--- config.mk ---
export PLATFORM = sky130hd
export DESIGN_NAME = serial_rx
export DESIGN_NICKNAME = d
export VERILOG_FILES = /design/src/rtl/serial_pkg.sv /design/src/rtl/byte_fifo.sv /design/src/rtl/serial_rx.sv
export SDC_FILE = /design/constraint.sdc
export NUM_CORES = 1
export LEC_CHECK = 0
export CELL_PAD_IN_SITES_DETAIL_PLACEMENT = 1
export CELL_PAD_IN_SITES_GLOBAL_PLACEMENT = 1
export CORE_MARGIN = 2
export CORE_UTILIZATION = 48
export CTS_CLUSTER_DIAMETER = 100
export DETAILED_ROUTE_END_ITERATION = 7
export PLACE_DENSITY = 0.81
export SLEW_MARGIN = 40
export SYNTH_ARGS = -nofsm -noshare
export SYNTH_HDL_FRONTEND = slang
export SYNTH_SLANG_ARGS = --single-unit
--- constraint.sdc ---
create_clock -name sysclk -period 2.6 [get_ports sysclk]
set_input_delay 0.52 -clock sysclk [delete_from_list [all_inputs] [get_ports sysclk]]
set_output_delay 0.52 -clock sysclk [all_outputs]
set_load 0.05 [all_outputs]
--- src/rtl/serial_pkg.sv ---
// serial_pkg: shared types and constants for the serial receive path.
package serial_pkg;
  localparam int BYTE_W = 8;
  localparam int CLKS_PER_BIT_DEFAULT = 5207;
  typedef enum logic [2:0] {IDLE, START, DATA, PARITY, STOP, WAIT_IDLE} state_t;
endpackage

--- src/rtl/byte_fifo.sv ---
// byte_fifo: show-ahead byte FIFO; a push while full succeeds only alongside a pop.
module byte_fifo
  import serial_pkg::*;
#(
  parameter int DEPTH = 4
) (
  input  logic              sysclk,
  input  logic              reset,
  input  logic              push,
  input  logic [BYTE_W-1:0] push_data,
  input  logic              pop,
  output logic [BYTE_W-1:0] head,
  output logic              empty,
  output logic              full
);
  localparam int AW = $clog2(DEPTH);
  logic [BYTE_W-1:0] mem [DEPTH];
  logic [AW-1:0] wp, rp;
  logic [AW:0] count;
  logic do_push, do_pop;
  assign empty = count == '0;
  assign full = count == (AW+1)'(DEPTH);
  assign do_pop = pop && !empty;
  assign do_push = push && (!full || do_pop);
  assign head = empty ? '0 : mem[rp];
  always_ff @(posedge sysclk)
    if (do_push) mem[wp] <= push_data;
  always_ff @(posedge sysclk)
    if (!reset) begin
      wp <= '0;
      rp <= '0;
      count <= '0;
    end else begin
      if (do_push) wp <= wp + AW'(1);
      if (do_pop) rp <= rp + AW'(1);
      count <= count + (AW+1)'(do_push) - (AW+1)'(do_pop);
    end
endmodule

--- src/rtl/serial_rx.sv ---
// serial_rx: 8N1 receiver with byte FIFO, framing and overrun pulses.
// Define SERIAL_RX_PARITY_EN to insert an even-parity bit between data and stop.
module serial_rx
  import serial_pkg::*;
#(
  parameter int CLKS_PER_BIT = CLKS_PER_BIT_DEFAULT,
  parameter int FIFO_DEPTH = 4
) (
  input  logic              sysclk,
  input  logic              reset,
  input  logic              serial_in,
  output logic [BYTE_W-1:0] rx_data,
  output logic              rx_valid,
  input  logic              rx_ready,
  output logic              frame_err,
  output logic              overrun,
  output logic              busy
);
  localparam int CW = $clog2(CLKS_PER_BIT);
  localparam logic [CW-1:0] MID = CW'(CLKS_PER_BIT / 2 - 1);
  localparam logic [CW-1:0] LAST = CW'(CLKS_PER_BIT - 1);
`ifdef SERIAL_RX_PARITY_EN
  localparam state_t AFTER_DATA = PARITY;
`else
  localparam state_t AFTER_DATA = STOP;
`endif
  state_t state, state_n;
  logic s1, rxs, push, fe_n, full, empty, pop, par_bad;
  logic [CW-1:0] cnt, cnt_n;
  logic [2:0] idx, idx_n;
  logic [BYTE_W-1:0] sh, sh_n;
  assign rx_valid = !empty;
  assign pop = rx_valid && rx_ready;
  assign busy = state != IDLE;
`ifdef SERIAL_RX_PARITY_EN
  logic par_bad_n;
  always_ff @(posedge sysclk)
    if (!reset) par_bad <= 1'b0;
    else par_bad <= par_bad_n;
`else
  assign par_bad = 1'b0;
`endif
  always_ff @(posedge sysclk)
    if (!reset) begin
      s1 <= 1'b1;
      rxs <= 1'b1;
      state <= IDLE;
      cnt <= '0;
      idx <= '0;
      sh <= '0;
      frame_err <= 1'b0;
      overrun <= 1'b0;
    end else begin
      s1 <= serial_in;
      rxs <= s1;
      state <= state_n;
      cnt <= cnt_n;
      idx <= idx_n;
      sh <= sh_n;
      frame_err <= fe_n;
      overrun <= push && full && !pop;
    end
  always_comb begin
    state_n = state;
    cnt_n = cnt + CW'(1);
    idx_n = idx;
    sh_n = sh;
    push = 1'b0;
    fe_n = 1'b0;
`ifdef SERIAL_RX_PARITY_EN
    par_bad_n = par_bad;
`endif
    case (state)
      IDLE: begin
        cnt_n = '0;
        if (!rxs) state_n = START;
      end
      START:
        if (cnt == MID) begin
          cnt_n = '0;
          idx_n = '0;
          state_n = rxs ? IDLE : DATA;
        end
      DATA:
        if (cnt == LAST) begin
          cnt_n = '0;
          sh_n[idx] = rxs;
          idx_n = idx + 3'd1;
          if (idx == 3'd7) state_n = AFTER_DATA;
        end
`ifdef SERIAL_RX_PARITY_EN
      PARITY:
        if (cnt == LAST) begin
          cnt_n = '0;
          par_bad_n = rxs ^ (^sh);
          state_n = STOP;
        end
`endif
      STOP:
        if (cnt == LAST) begin
          cnt_n = '0;
          push = rxs && !par_bad;
          fe_n = !rxs || par_bad;
          state_n = rxs ? IDLE : WAIT_IDLE;
        end
      WAIT_IDLE:
        if (rxs) state_n = IDLE;
      default: state_n = IDLE;
    endcase
  end
  byte_fifo #(.DEPTH(FIFO_DEPTH)) u_fifo (
    .sysclk(sysclk),
    .reset(reset),
    .push(push),
    .push_data(sh),
    .pop(pop),
    .head(rx_data),
    .empty(empty),
    .full(full)
  );
endmodule

==> flow_summary.json, run 1 <==
{
  "crit_fanout": 2,
  "cts_hold_buf": 0,
  "crit_type": "in -> reg",
  "power_per_cell_area_nw_per_um2": 933,
  "finalHoldViolations": 0,
  "synth_cell_types": 46,
  "min_period_ps": 2510,
  "vias": 1998,
  "finalSetupViolCount": 0,
  "synth_edf_count": 32,
  "netlist_instances": 267,
  "fin_skew_ps": 8.11,
  "placed_cell_area_um2": 3370,
  "critical_path.slowest_cell": "or4b_2",
  "first_iter_violations": 65,
  "post-cts-setup-buffers": 0,
  "synth.area.top_cells": "edfxtp_1 30%, dfxtp_1 25%, mux4_2 5.7%",
  "rows": 29,
  "worst_slew_pin_slew_ps": 547,
  "antenna_found_initial": 0,
  "synth-seq-area-share": 0.555,
  "final_cell_count_no_fill": 365,
  "clock-sinks": 72,
  "cp.arrival_ps": 2740,
  "place_ws_ps": -331,
  "p_leak_uw": 0.00119,
  "place_congestion": 0.756,
  "max_stage_delay_ps": 660,
  "antennaDiodeCount": 0,
  "fmax_mhz": 398,
  "firstDrtPassIters": 4,
  "final-max-slew-violation-count": 0,
  "drcViolationCount": 0,
  "area_delta_synth_final_pct": 12.3,
  "grt_max_degree": 14,
  "grt_pass1_vias": 2166,
  "synth_top_area_cell": "edfxtp_1",
  "fillCellCount": 672,
  "synth_commonest_cells": "40 x dfxtp_1, 32 x edfxtp_1, 31 x nor2_1, 22 x nand2_1, 15 x and2_1",
  "cp_num_buf_inv": 1,
  "start_util": 0.497,
  "status": "finished clean",
  "synth_most_common_cell": "dfxtp_1",
  "critPathTopFamily": "simple AND/OR/NAND/NOR gates",
  "fin_area_um2": 3570,
  "portBuffers": 15,
  "grt.overflow.total": 0,
  "syn_area_per_cell_um2": 11.9,
  "cts_tree": "done",
  "dpl.cell_count": 349,
  "syn_nets": 282,
  "async_flop_share": 0,
  "irDropWorstVdd_mv": 0.878,
  "worstHoldPathType": "reg -> reg",
  "grt_pass1_wl_mm": 10.8,
  "postRouteAntennaNets": 0,
  "syn_area_um2": 3180,
  "clockBufferDepth": 2,
  "numCtsBuffers": 9,
  "fin_ws_ps": 89.5,
  "htreeDepth": 3,
  "path_clk_slew_ps": 80,
  "yosysTopAreaCellShare": 0.302,
  "clk_latency_ps": 350,
  "yosys_warnings": 0,
  "dieWidth_um": 85.4,
  "ys_ff_latch": 72,
  "final_util": 0.559,
  "drive_gt1_frac": 0.170,
  "totalWireLength_mm": 6.66,
  "p_total_uw": 3330,
  "synth_flop_cell": "dfxtp_1",
  "num-nets-final": 298,
  "ioPinCount": 16,
  "cp.required_ps": 2830,
  "die_y_um": 85.4,
  "vias_per_cell": 5.47,
  "grtUsageTotal": 0.196,
  "dp_hpwl_mm": 4.82,
  "die_area_um2": 7290,
  "worstPathCellList": "clkdlybuf4s50_1 > or4b_2 > nand2_2 > nor4_4 > ha_1 > fa_2 > xnor2_2 > xnor2_1 > nor2_1",
  "cp-end-kind": "flip-flop",
  "fp.coreArea_um2": 6390,
  "wl_per_cell_um": 18.3,
  "fin_crit_sh": 0.966,
  "maxCapViolCount": 0,
  "cp-start-kind": "input port",
  "slew_headroom": 0.635,
  "clockRootBuffer": "clkbuf_8"
}
final cells by class:
cell class,count,area (um^2),share of cell area
clock inverters,6,61.3,0.0172
clock buffers,10,128,0.0358
repair buffers,20,168,0.0470
inverters,10,37.5,0.0105
flip-flops and latches,72,1760,0.494
multi-input cells,170,1320,0.369
well taps,77,96.3,0.0270
worst reg2reg max path: cells and delay by family (launching register included):
| kind | cells | cell delay, ps |
|---|---|---|
| fa+ha+maj | 3 | 860 |
| xor+xnor | 2 | 310 |
| simple gates | 3 | 680 |
| buf+inv | 1 | 40 |
| flops | 1 | 350 |
cell usage in the layout (no fill, tap or decap), drive strengths merged, types with 2 or more instances in the layout:
cell,synthesis,final
or3,5,5
inv,10,10
and3,2,2
nor2,31,31
nand2b,4,4
nand3,7,7
xnor2,8,8
nand2,22,22
nor3,4,4
ha,10,10
clkinv,0,4
mux2i,12,12
nor2b,2,2
clkdlybuf4s50,0,7
xor2,8,8
buf,3,13
clkbuf,12,10
nand3b,3,3
mux4,8,8
edfxtp,32,32
and2,15,15
nor3b,4,4
and4bb,2,2
nand4,5,5
o21ai,2,2
dfxtp,40,40
a21oi,2,2
worst paths after layout:
check                                startpoint         endpoint  slack [ps]  cells after the start
worst min register to register               s1              rxs         410                      1
worst max register to register  u_fifo.count[1]  u_fifo.count[2]         250                      9
worst min-delay path                         s1              rxs         410                      1
worst max-delay path                   rx_ready  u_fifo.count[2]          90                      9
logic make-up (layout without fill, tap and decap cells):
kind of cell	count (synthesis)	in the layout	synth area share
flops	72	72	0.555
simple gates	109	109	0.194
buf+inv	25	46	0.0351
fa+ha+maj	11	11	0.0457
xor+xnor	16	16	0.0441
mux	21	21	0.0981
compound gates	13	13	0.0288
sequential cells by signal, indices dropped and copies added (netlist names), named ones only:
register and flops:
sh 8, s1 1, state 3, rxs 1, u_fifo.count 3, cnt 13, u_fifo.rp 2, u_fifo.wp 2
u_fifo.mem 32, idx 3, frame_err 1, overrun 1
what timing repair did:
action | CTS | global route
gates resized for setup | 0 | 3
hold endpoints to repair | 0 | 0
setup endpoints to repair | 0 | 1
per-layer routing:
metal  routed length (um)  track usage
met2                 3410        0.340
met4                  121       0.0823
met3                  180       0.0350
met5                    0            0
met1                 2950        0.239
power by group:
group,leakage [uW],internal (uW),switching [uW]
combinational,0.000553,421,754
sequential,0.000544,1230,79.1
clock,0.0000960,440,412
per-stage QoR:
stage                     TNS [ps]  hold slack [ps]
final                            0              415
after global routing         -11.1              442
after CTS                        0              422
after detailed placement      -426              405
after global placement        -285              392
after floorplan                  0              386
(Power assumes the default switching activity.)
==> inputs of run 2 (changes only) <==
- CAP_MARGIN: not set -> 10
==> results of run 2 <==
No change in the layout: final DEF, timing and power equal those of run 1.
==> inputs of run 3 (changes only) <==
- CTS_CLUSTER_DIAMETER: 100 -> not set
==> results of run 3 <==
No change in the layout: final DEF, timing and power equal those of run 1.
